==> src/rtl/muldiv_sequencer_if.sv <==
// Pipeline-side bundle for the multi-cycle multiply/divide unit and its HI/LO registers.
// The EX stage drives the master side and the engine implements the slave side.
interface muldiv_sequencer_if #(
  parameter int XLEN = 32
);
  logic            start;
  logic [1:0]      op;
  logic [XLEN-1:0] rs_content;
  logic [XLEN-1:0] rt_content;
  logic            wr_hi;
  logic            wr_lo;
  logic [XLEN-1:0] wr_data;
  logic            rd_req;
  logic            busy;
  logic            done;
  logic            stall;
  logic [XLEN-1:0] HI;
  logic [XLEN-1:0] LO;

  modport master (
    output start, op, rs_content, rt_content, wr_hi, wr_lo, wr_data, rd_req,
    input  busy, done, stall, HI, LO
  );

  modport slave (
    input  start, op, rs_content, rt_content, wr_hi, wr_lo, wr_data, rd_req,
    output busy, done, stall, HI, LO
  );
endinterface

==> src/rtl/muldiv_sequencer.sv <==
// Iterative MULT/MULTU/DIV/DIVU engine, one bit per cycle, owning the HI/LO registers.
// Signed operations run on magnitudes; signs are reapplied in a final FIX cycle.
module muldiv_sequencer #(
  parameter int XLEN = 32
) (
  input logic               clk,
  input logic               reset_n,
  muldiv_sequencer_if.slave bus
);
  localparam int CW = $clog2(XLEN);

  typedef enum logic [1:0] {
    S_IDLE = 2'd0,
    S_RUN  = 2'd1,
    S_FIX  = 2'd2
  } state_e;

  state_e              state_q,   state_d;
  logic [CW-1:0]       cnt_q,     cnt_d;
  logic [2*XLEN-1:0]   work_q,    work_d;
  logic [XLEN-1:0]     opb_q,     opb_d;
  logic [XLEN-1:0]     hi_q,      hi_d;
  logic [XLEN-1:0]     lo_q,      lo_d;
  logic                is_div_q,  is_div_d;
  logic                sign_a_q,  sign_a_d;
  logic                sign_b_q,  sign_b_d;
  logic                divzero_q, divzero_d;
  logic                busy_q,    busy_d;
  logic                done_q,    done_d;

  // Launch-time operand conditioning: signed ops (op[0]==0) work on magnitudes.
  logic            op_signed;
  logic            rs_neg, rt_neg;
  logic [XLEN-1:0] rs_mag, rt_mag;

  assign op_signed = ~bus.op[0];
  assign rs_neg    = op_signed & bus.rs_content[XLEN-1];
  assign rt_neg    = op_signed & bus.rt_content[XLEN-1];
  assign rs_mag    = rs_neg ? -bus.rs_content : bus.rs_content;
  assign rt_mag    = rt_neg ? -bus.rt_content : bus.rt_content;

  // work_q holds {partial product, multiplier} for multiply and {remainder, quotient}
  // for divide; opb_q holds the multiplicand or the divisor.
  logic [XLEN:0]     mul_sum;
  logic [XLEN:0]     div_trial;
  logic              div_ge;
  logic [XLEN-1:0]   div_rem;
  logic [2*XLEN-1:0] iter_next;

  assign mul_sum   = {1'b0, work_q[2*XLEN-1:XLEN]} + (work_q[0] ? {1'b0, opb_q} : '0);
  assign div_trial = {work_q[2*XLEN-1:XLEN], work_q[XLEN-1]};
  assign div_ge    = (div_trial >= {1'b0, opb_q});
  // The subtracted result is always below the divisor, so the low XLEN bits suffice.
  assign div_rem   = div_ge ? (div_trial[XLEN-1:0] - opb_q) : div_trial[XLEN-1:0];
  assign iter_next = is_div_q ? {div_rem, work_q[XLEN-2:0], div_ge}
                              : {mul_sum, work_q[XLEN-1:1]};

  logic              signs_differ;
  logic [2*XLEN-1:0] prod_fix;
  logic [XLEN-1:0]   quo_fix, rem_fix;

  assign signs_differ = sign_a_q ^ sign_b_q;
  assign prod_fix     = signs_differ ? -work_q : work_q;
  // Divide by zero leaves the dividend magnitude in the remainder, so restoring the
  // dividend sign reproduces rs exactly; only the quotient is forced.
  assign quo_fix      = divzero_q    ? '1
                      : signs_differ ? -work_q[XLEN-1:0] : work_q[XLEN-1:0];
  assign rem_fix      = sign_a_q ? -work_q[2*XLEN-1:XLEN] : work_q[2*XLEN-1:XLEN];

  // NOTE: every signal written here gets a default first, so no path can infer a latch.
  always_comb begin
    state_d   = state_q;
    cnt_d     = cnt_q;
    work_d    = work_q;
    opb_d     = opb_q;
    hi_d      = hi_q;
    lo_d      = lo_q;
    is_div_d  = is_div_q;
    sign_a_d  = sign_a_q;
    sign_b_d  = sign_b_q;
    divzero_d = divzero_q;
    done_d    = 1'b0;

    unique case (state_q)
      S_IDLE: begin
        if (bus.wr_hi) hi_d = bus.wr_data;
        if (bus.wr_lo) lo_d = bus.wr_data;
        if (bus.start) begin
          is_div_d  = bus.op[1];
          sign_a_d  = rs_neg;
          sign_b_d  = rt_neg;
          divzero_d = bus.op[1] & (bus.rt_content == '0);
          work_d    = bus.op[1] ? {{XLEN{1'b0}}, rs_mag} : {{XLEN{1'b0}}, rt_mag};
          opb_d     = bus.op[1] ? rt_mag : rs_mag;
          cnt_d     = CW'(XLEN - 1);
          state_d   = S_RUN;
        end
      end
      S_RUN: begin
        work_d = iter_next;
        cnt_d  = cnt_q - CW'(1);
        if (cnt_q == '0) state_d = S_FIX;
      end
      S_FIX: begin
        if (is_div_q) begin
          hi_d = rem_fix;
          lo_d = quo_fix;
        end else begin
          hi_d = prod_fix[2*XLEN-1:XLEN];
          lo_d = prod_fix[XLEN-1:0];
        end
        done_d  = 1'b1;
        state_d = S_IDLE;
      end
      default: state_d = S_IDLE;
    endcase

    busy_d = (state_d != S_IDLE);
  end

  // NOTE: state is updated with non-blocking assignments so every flop samples the
  // pre-edge value of every other flop, regardless of statement order.
  always_ff @(posedge clk) begin
    if (!reset_n) begin
      state_q   <= S_IDLE;
      cnt_q     <= '0;
      work_q    <= '0;
      opb_q     <= '0;
      hi_q      <= '0;
      lo_q      <= '0;
      is_div_q  <= 1'b0;
      sign_a_q  <= 1'b0;
      sign_b_q  <= 1'b0;
      divzero_q <= 1'b0;
      busy_q    <= 1'b0;
      done_q    <= 1'b0;
    end else begin
      state_q   <= state_d;
      cnt_q     <= cnt_d;
      work_q    <= work_d;
      opb_q     <= opb_d;
      hi_q      <= hi_d;
      lo_q      <= lo_d;
      is_div_q  <= is_div_d;
      sign_a_q  <= sign_a_d;
      sign_b_q  <= sign_b_d;
      divzero_q <= divzero_d;
      busy_q    <= busy_d;
      done_q    <= done_d;
    end
  end

  assign bus.busy  = busy_q;
  assign bus.done  = done_q;
  assign bus.stall = (bus.rd_req | bus.wr_hi | bus.wr_lo) & busy_q;
  assign bus.HI    = hi_q;
  assign bus.LO    = lo_q;
endmodule

==> src/flat_wrapper.sv <==
// flat-port wrapper written by rule: the top's interface ports become plain ports
module muldiv_sequencer_flat 
#(
  parameter int XLEN = 32
)
  (clk, reset_n, bus_start, bus_op, bus_rs_content, bus_rt_content, bus_wr_hi, bus_wr_lo, bus_wr_data, bus_rd_req, bus_busy, bus_done, bus_stall, bus_HI, bus_LO);
  muldiv_sequencer_if #(.XLEN(XLEN)) bus_i ();
  input logic clk;
  input logic reset_n;
  input wire logic [$bits(bus_i.start)-1:0] bus_start;
  input wire logic [$bits(bus_i.op)-1:0] bus_op;
  input wire logic [$bits(bus_i.rs_content)-1:0] bus_rs_content;
  input wire logic [$bits(bus_i.rt_content)-1:0] bus_rt_content;
  input wire logic [$bits(bus_i.wr_hi)-1:0] bus_wr_hi;
  input wire logic [$bits(bus_i.wr_lo)-1:0] bus_wr_lo;
  input wire logic [$bits(bus_i.wr_data)-1:0] bus_wr_data;
  input wire logic [$bits(bus_i.rd_req)-1:0] bus_rd_req;
  output wire logic [$bits(bus_i.busy)-1:0] bus_busy;
  output wire logic [$bits(bus_i.done)-1:0] bus_done;
  output wire logic [$bits(bus_i.stall)-1:0] bus_stall;
  output wire logic [$bits(bus_i.HI)-1:0] bus_HI;
  output wire logic [$bits(bus_i.LO)-1:0] bus_LO;
  assign bus_i.start = bus_start;
  assign bus_i.op = bus_op;
  assign bus_i.rs_content = bus_rs_content;
  assign bus_i.rt_content = bus_rt_content;
  assign bus_i.wr_hi = bus_wr_hi;
  assign bus_i.wr_lo = bus_wr_lo;
  assign bus_i.wr_data = bus_wr_data;
  assign bus_i.rd_req = bus_rd_req;
  assign bus_busy = bus_i.busy;
  assign bus_done = bus_i.done;
  assign bus_stall = bus_i.stall;
  assign bus_HI = bus_i.HI;
  assign bus_LO = bus_i.LO;
  muldiv_sequencer #(.XLEN(XLEN)) u_core (.clk(clk), .reset_n(reset_n), .bus(bus_i));
endmodule
==> config.mk <==
export PLATFORM = sky130hd
export DESIGN_NAME = muldiv_sequencer_flat
export DESIGN_NICKNAME = d
export VERILOG_FILES = /design/src/rtl/muldiv_sequencer_if.sv /design/src/rtl/muldiv_sequencer.sv /design/src/flat_wrapper.sv
export SDC_FILE = /design/constraint.sdc
export NUM_CORES = 1
export LEC_CHECK = 0
export BUFFER_PORTS_ARGS = -buffer_cell sky130_fd_sc_hd__buf_4
export CAP_MARGIN = 20
export CORE_MARGIN = 10
export CORE_UTILIZATION = 55
export CTS_BUF_LIST = sky130_fd_sc_hd__clkbuf_8
export CTS_CLUSTER_SIZE = 20
export DETAILED_ROUTE_END_ITERATION = 6
export HOLD_SLACK_MARGIN = 0.05
export MAX_ROUTING_LAYER = met4
export PLACE_DENSITY = 0.81
export SYNTH_ARGS = -nofsm -noshare
export SYNTH_HDL_FRONTEND = slang
export SYNTH_SLANG_ARGS = --single-unit
==> constraint.sdc <==
create_clock -name clk -period 3.9 [get_ports clk]
set_input_delay 1.17 -clock clk [delete_from_list [all_inputs] [get_ports clk]]
set_output_delay 1.17 -clock clk [all_outputs]
set_load 0.1 [all_outputs]
[After elaboration in Yosys (flattened, before gate mapping)]
Index checks and enable logic that the tools add are counted.
Cells by class
  bitwise operators: 8
  equality and inequality tests: 5
  add/subtract/negate cells: 8
  multiplexer cells: 25
  order comparisons: 1
  reduce and logical (&&, ||, !) cells: 10
Operators with widths (count)
  $mux 32: 13
  $mux 64: 3
  $neg 32->32: 4
  $pmux 32 s2: 2
  $pmux 64 s2: 1
  $neg 64->64: 1
  $add 32x33->33: 1
  $ge 33x32->1: 1
  $logic_not 32->1: 1
  $sub 32x32->32: 1
  $pmux 5 s2: 1
  $reduce_and 2->1: 4
  $ne 2x2->1 const B: 3
  $reduce_bool 2->1: 3
  $logic_not 5->1: 1
  $mux 5: 1
  $sub 5x1->5 const B: 1
  $and 1x1->1: 4
  $mux 2: 2
  $pmux 2 s2: 1
  $eq 2x1->1 const B: 1
  $eq 2x2->1 const B: 1
  $logic_not 2->1: 1
  $or 1x1->1: 2
  other kinds (3): 3
Word-level totals
  output and inout port bits: 67
  bits in registers: 173

[Logic depth before layout (Yosys ltp)]
Gate-level depths: netlist of run 1.
  word-level depth: 6
  gate-level depth with buffers: 14
  mapped depth without buffers: 13

[Least setup slack after synthesis of run 1]
No wires, ideal clock.
  path type: input to register
  start point: input port bus_rt_content[1]
  end point: register u_core.work_q[24]
  path slack: 342 ps
  stages: 11
  arrival time: 3488 ps
  cell sequence: inv_1 -> ha_1 -> or4b_2 -> nor3_1 -> nor3b_2 -> a21oi_1 -> xnor2_1 -> nand2_1 -> o21ai_0 -> mux2_2 -> a21oi_1
On the way
  cells in the longest elaborated chain, start to end: 5
Ends and longest elaborated chain
  start: declaration: line flat_wrapper.sv:13  | input wire logic [$bits(bus_i.rt_content)-1:0] bus_rt_content;
  $neg 32->32: line muldiv_sequencer.sv:40  | assign rt_mag = rt_neg ? -bus.rt_content : bus.rt_content;
  $mux 32: line muldiv_sequencer.sv:40
  $mux 32: line muldiv_sequencer.sv:93  | work_d = bus.op[1] ? {{XLEN{1'b0}}, rs_mag} : {{XLEN{1'b0}}, rt_mag};
  $mux 64: line muldiv_sequencer.sv:88  | if (bus.start) begin
  $pmux 64 s2: line muldiv_sequencer.sv:84  | unique case (state_q)
  end signal: assignment: line muldiv_sequencer.sv:140  | work_q <= work_d;
  end: declaration: line muldiv_sequencer.sv:20  | logic [2*XLEN-1:0] work_q, work_d;
No other way between the ends. The select of a mux whose other input is x is not followed.
A chain may end at the register's enable or synchronous reset.

[Worst setup path after layout of run 1]
  start point: register u_core.work_q[0]
  end point: register u_core.work_q[61]
On the way
  cells in the longest elaborated chain, start to end: 4
Ends and longest elaborated chain
  $mux 32: line muldiv_sequencer.sv:50  | assign mul_sum = {1'b0, work_q[2*XLEN-1:XLEN]} + (work_q[0] ? {1'b0, opb_q} : '0);
  $add 32x33->33: line muldiv_sequencer.sv:50
  $mux 64: line muldiv_sequencer.sv:55  | assign iter_next = is_div_q ? {div_rem, work_q[XLEN-2:0], div_ge}
  $pmux 64 s2: line muldiv_sequencer.sv:84
No other way between the ends.

==> results of run 1 <==
-- power by group --
group          switching [mW]  total (mW)  internal, mW  leakage [nW]
combinational            1.65        2.47         0.817          5.61
clock                   0.884        1.45         0.566         0.222
sequential              0.152        2.06          1.91          1.42
total                    2.69        5.98          3.29          7.25
-- worst max-delay path by stage --
stage                   endpoint              start  cells past startpoint  slack (ns)
2_1_floorplan  u_core.work_q[24]  bus_rt_content[1]                     11        0.34
3_3_place_gp   u_core.work_q[24]  bus_rt_content[1]                     14        0.20
3_5_place_dp   u_core.work_q[24]  bus_rt_content[1]                     14        0.15
4_1_cts        u_core.work_q[60]  u_core.work_q[31]                     13        0.41
5_1_grt        u_core.work_q[60]  u_core.work_q[31]                     13        0.09
6_report       u_core.work_q[61]   u_core.work_q[0]                     14        0.35
-- cell usage after synthesis, types with 16 or more instances --
cell type	count
a21oi_1	228
nand2_1	223
nor2_1	199
dfxtp_1	173
o21ai_0	150
xnor2_1	112
clkbuf_1	109
inv_1	72
ha_1	69
xor2_1	69
mux2i_1	48
o221ai_1	44
nor3_1	42
nand3_1	35
a31oi_1	30
a21o_1	29
o211ai_1	27
a211oi_1	21
a22oi_1	21
nor4_1	21
buf_1	18
nor2b_1	18
and3_1	16
-- layout make-up --
| type | count | area (sq um) |
|---|---|---|
| Tap cell | 335 | 419 |
| Fill cell | 2353 | 9120 |
| Timing Repair Buffer | 261 | 1960 |
| Inverter | 73 | 274 |
| Antenna cell | 1 | 2.50 |
| Clock buffer | 17 | 234 |
| Multi-Input combinational cell | 1629 | 10400 |
| Sequential cell | 173 | 3460 |
| Clock inverter | 15 | 215 |
-- metrics by stage --
stage	utilization, %	cell area, sq um
after floorplan	-	14600
after global placement	63.3	16500
after detailed placement	63.3	16500
after CTS	65.0	16900
after global routing	65.0	16900
final	65.0	16900
-- state kept, by name, summed over array words and instances, names as in the netlist --
register / count
u_core.sign_a_q: 1
u_core.state_q: 2
u_core.bus.HI: 32
u_core.cnt_q: 5
u_core.divzero_q: 1
u_core.bus.done: 1
u_core.opb_q: 32
u_core.bus.LO: 32
u_core.sign_b_q: 1
u_core.bus.busy: 1
u_core.work_q: 64
u_core.is_div_q: 1
-- kinds of logic (layout without fill, tap and decap cells) --
kind of cell               count (synthesis)  after routing  synth area share [%]
adders and majority gates                 71             71                  6.20
AOI/OAI and AO/OA                        679            679                  29.5
DFF                                      173            173                  23.8
buffers and inverters                    204            366                  5.29
xor gates and xnor gates                 181            181                  10.9
muxes                                     59             59                  4.14
other                                      0              1                     0
and+or+nand+nor                          639            639                  20.3
-- worst max-delay path, stage by stage (launching register included) --
cell and delay [ns]:
dfxtp_1 0.32, buf_4 0.17, and2_1 0.18, ha_1 0.24
inv_1 0.09, fa_1 0.23, nor2b_1 0.09, o31ai_1 0.37
a21oi_1 0.19, a41o_1 0.33, a21oi_1 0.29, o21ai_0 0.24
a31oi_1 0.41, xor2_1 0.20, o221ai_1 0.12
-- metal layers --
metal | routed length, um | GRT usage, % | part of all wire, % | vias up
met1 | 24200 | 44.2 | 41 | 7653
met3 | 5930 | 6.42 | 10 | 147
met4 | 2370 | 13.8 | 4.1 | 0
met2 | 26000 | 51.6 | 44 | 950
met5 | 0 | - | 0 | -
li1 | - | - | - | 7556
==> flow_metrics.tcl, run 1 <==
set metrics [dict create \
    period_minus_slack_ns 3.55 \
    cellPowerDensity_nw_per_um2 353 \
    fp.dieH_um 183 \
    final_nets 2330 \
    post-route-drc-count 0 \
    clk_latency_ns 0.51 \
    core_sq_um 26100 \
    p_total_mw 5.98 \
    syn-cell-area_sq_um 14600 \
    antenna_found_initial 0 \
    hp-class "reg -> reg" \
    start_util_pct 56.0 \
    rsz0062_at_grt "no" \
    cap_violations 0 \
    clock-skew-final_ns 0.0344 \
    worstHoldStart "u_core.opb_q[18]" \
    fp.dieW_um 183 \
    hold_end "u_core.opb_q[18]" \
    clk_pin_slew_ns 0.12 \
    fin_ws_ns 0.345 \
    endpoint_kind "flip-flop" \
    firstDrtPassIters 6 \
    syn-instance-count 2006 \
    postCtsSetupRepairBufs 0 \
    worst-slew-pin-transition_ns 1.04 \
    ys.flop_type "dfxtp_1" \
    synthArstFlopShare_pct 0 \
    path_class "reg -> reg" \
    fin_crit_sh_pct 91.1 \
    required_ns 4.27 \
    cp.arrival_ns 3.93 \
    final_cell_mix "buf_4, a21oi_1, nand2_1" \
    grt_pass1_wl_um 88600 \
    drive_gt1_share_pct 15.8 \
    die-area_sq_um 33400 \
    hold_violations 0 \
    synthesis.nets 2181 \
    synth-seq-area-share_pct 23.8 \
    ys_seq_elements 173 \
    vias 16300 \
    io_pins 171 \
    cts_buffers 17 \
    wl_um 58500 \
    final_cells 2504 \
    core.rowCount 59 \
    first_global_vias 15200 \
    rrSetupSlack_ns 0.35 \
    ctsResizeCount 0 \
    syn_to_final_growth_pct 16.2 \
    h-tree-depth 4 \
    drt-wirelength-per-cell_um 23.4 \
    p_leak_nw 7.25 \
    drt_first_iter_violations 2001 \
    cts.path.max_buffers 2 \
    yosysTopAreaCell "dfxtp_1" \
    place.gp.congestion 1.01 \
    dp_slack_ns 0.151 \
    synth_warnings 0 \
    r2r_end "u_core.work_q[61]" \
    outcome "finished clean" \
    hold_depth 2 \
    yosysUniqueCellTypes 78 \
    whs_ns 0.460 \
    numClockSinks 173 \
    postCtsHoldBufs 0 \
    ff2ff_path_depth 14 \
    antenna_left 0 \
    final_common_cell "buf_4" \
    grt_remaining_overflow 0 \
    gr-usage-all-layers_pct 34.1 \
    ys_top_cells_by_area "dfxtp_1, a21oi_1, xnor2_1" \
    cts_tree "yes" \
    grt_max_degree 74 \
    yosysTopAreaCellShare_pct 23.8 \
    fin_setup_tns_ns 0 \
    hpwl_um 45900 \
    synth_edf_count 0 \
    fmax_mhz 281 \
    slew_viol_final 0 \
    peakVddDrop_v 0.000315 \
    cp_max_fo 6 \
    port_buffers 170 \
    root_buffer "clkbuf_8" \
    worstSetupStartpointType "flip-flop" \
    dp.cells 2471 \
    r2r_start "u_core.work_q[0]" \
    slew_headroom_pct 30.4 \
    synth_area_per_cell_sq_um 7.27 \
    routed_via_density 6.51 \
    setup_violations 0 \
]
(Power assumes the default switching activity.)
==> run 2: changes to the inputs <==
- CORE_UTILIZATION: 55 -> 45
- PLACE_DENSITY: 0.81 -> 0.69
- REMOVE_ABC_BUFFERS: not set -> 1
- SETUP_SLACK_MARGIN: not set -> 0.05
==> flow_metrics.tcl, run 2 (synthesis gave the netlist of run 1 again) <==
set metrics [dict create \
    drt_first_iter_violations 1739 \
    fin_crit_sh_pct 93.2 \
    slew_headroom_pct 33.2 \
    die-area_sq_um 40000 \
    antenna_cells 0 \
    final_common_cell "buf_4" \
    place.gp.congestion 0.994 \
    setup_violations 0 \
    grt_pass1_wl_um 88900 \
    hp-class "reg -> reg" \
    r2r_end "u_core.work_q[63]" \
    vias 15900 \
    port_buffers 170 \
    p_leak_nw 7.21 \
    peakVddDrop_v 0.000232 \
    core.rowCount 65 \
    regMostFlops "u_core.work_q" \
    gr-usage-all-layers_pct 29.4 \
    dp_slack_ns 0.200 \
    worstHoldStart "u_core.bus.HI[16]" \
    post-route-drc-count 0 \
    fillers 3162 \
    fp.dieH_um 200 \
    antenna_left 0 \
    fp.dieW_um 200 \
    syn_to_final_growth_pct 16.7 \
    hold_violations 0 \
    grt_remaining_overflow 0 \
    root_buffer "clkbuf_8" \
    final_nets 2321 \
    clk_latency_ns 0.51 \
    start_util_pct 45.9 \
    worstSetupStartpointType "flip-flop" \
    hold_depth 2 \
    cts_buffers 17 \
    hpwl_um 46100 \
    final_cell_mix "buf_4, a21oi_1, nand2_1" \
    cts_tree "yes" \
    hold_end "u_core.bus.HI[16]" \
    drive_gt1_share_pct 15.4 \
    cap_violations 0 \
    postCtsSetupRepairBufs 0 \
    required_ns 4.35 \
    path_class "reg -> reg" \
    postCtsHoldBufs 0 \
    placed_area_sq_um 16600 \
    wl_um 58700 \
    core_sq_um 31800 \
    drt-wirelength-per-cell_um 22.7 \
    fin_ws_ns 0.267 \
    antenna_found_initial 0 \
    endpoint_kind "flip-flop" \
    h-tree-depth 4 \
    cp_max_fo 7 \
    io_pins 171 \
    fmax_mhz 275 \
    slew_viol_final 0 \
    grt_max_degree 74 \
    ctsResizeCount 0 \
    firstDrtPassIters 5 \
    startpoint "u_core.work_q[32]" \
    cts.path.max_buffers 2 \
    ff2ff_path_depth 13 \
    period_minus_slack_ns 3.63 \
    outcome "finished clean" \
    stdcell_area_sq_um 17000 \
    rrSetupSlack_ns 0.27 \
    clk_pin_slew_ns 0.10 \
    r2r_start "u_core.work_q[32]" \
    cp.arrival_ns 4.08 \
    largest_reg_flops 64 \
    worst-slew-pin-transition_ns 0.998 \
    cellPowerDensity_nw_per_um2 350 \
    routed_via_density 6.14 \
    rsz0062_at_grt "no" \
    clock-skew-final_ns 0.0235 \
    numClockSinks 173 \
    first_global_vias 15100 \
]
-- run 2: changes by cell type in the layout (fill, tap and decap cells not counted), moves of 2 or more --
cell        change
clkinv_8        -6
clkinv_2        +2
bufinv_16       +3
buf_12          +2
buf_4          -12
inv_8           -4
clkinvlp_4      +3
inv_6           +2
-- run 2: final cells by class --
type / instances / area, sq um / share of cell area, %
Clock buffer: 17 / 234 / 1.37
Sequential cell: 173 / 3460 / 20.4
Clock inverter: 14 / 191 / 1.12
Timing Repair Buffer: 252 / 1940 / 11.4
Multi-Input combinational cell: 1629 / 10400 / 61.0
Inverter: 73 / 274 / 1.61
Tap cell: 435 / 544 / 3.20
-- run 2: stage by stage --
step                      utilization (%)  TNS, ns  cells  total power [mW]  hold slack (ns)
after detailed placement             52.2        0   2562              4.51            0.443
after floorplan                         -   -28.95   1875              3.69            0.432
after CTS                            53.5        0   2593              5.94            0.457
final                                53.5        0   2593              5.96            0.455
after global placement               52.1        0   2561              4.49            0.440
after global routing                 53.5        0   2593              6.23            0.475
-- run 2: how the worst max path moves through the flow --
stage / to / slack, ns
3_3_place_gp: u_core.work_q[24] / 0.22
6_report: u_core.work_q[63] / 0.27
5_1_grt: u_core.work_q[60] / 0.1
3_5_place_dp: u_core.work_q[24] / 0.20
2_1_floorplan: u_core.bus.LO[0] / -0.92
4_1_cts: u_core.work_q[63] / 0.32
-- run 2: power breakdown --
part / total, mW / internal, mW / switching, mW
logic: 2.43 / 0.810 / 1.62
registers: 2.08 / 1.91 / 0.169
clock network: 1.45 / 0.696 / 0.751
-- run 2: critical path, cell delays in order, from the launching register on --
cell	delay [ns]
dfxtp_1	0.57
ha_1	0.28
inv_1	0.07
fa_1	0.41
nor2b_1	0.18
o31ai_1	0.12
a21oi_1	0.33
a41o_1	0.30
a21oi_1	0.16
o21ai_0	0.34
a31oi_1	0.21
o21ai_0	0.28
buf_4	0.17
o311a_1	0.14
-- run 2: metal layers --
| metal | vias up | track usage, % | routed length [um] |
|---|---|---|---|
| li1 | 7535 | - | - |
| met1 | 7574 | 38.6 | 25800 |
| met2 | 714 | 45.7 | 26700 |
| met3 | 94 | 4.07 | 4330 |
| met4 | 0 | 9.84 | 1920 |
| met5 | - | - | 0 |
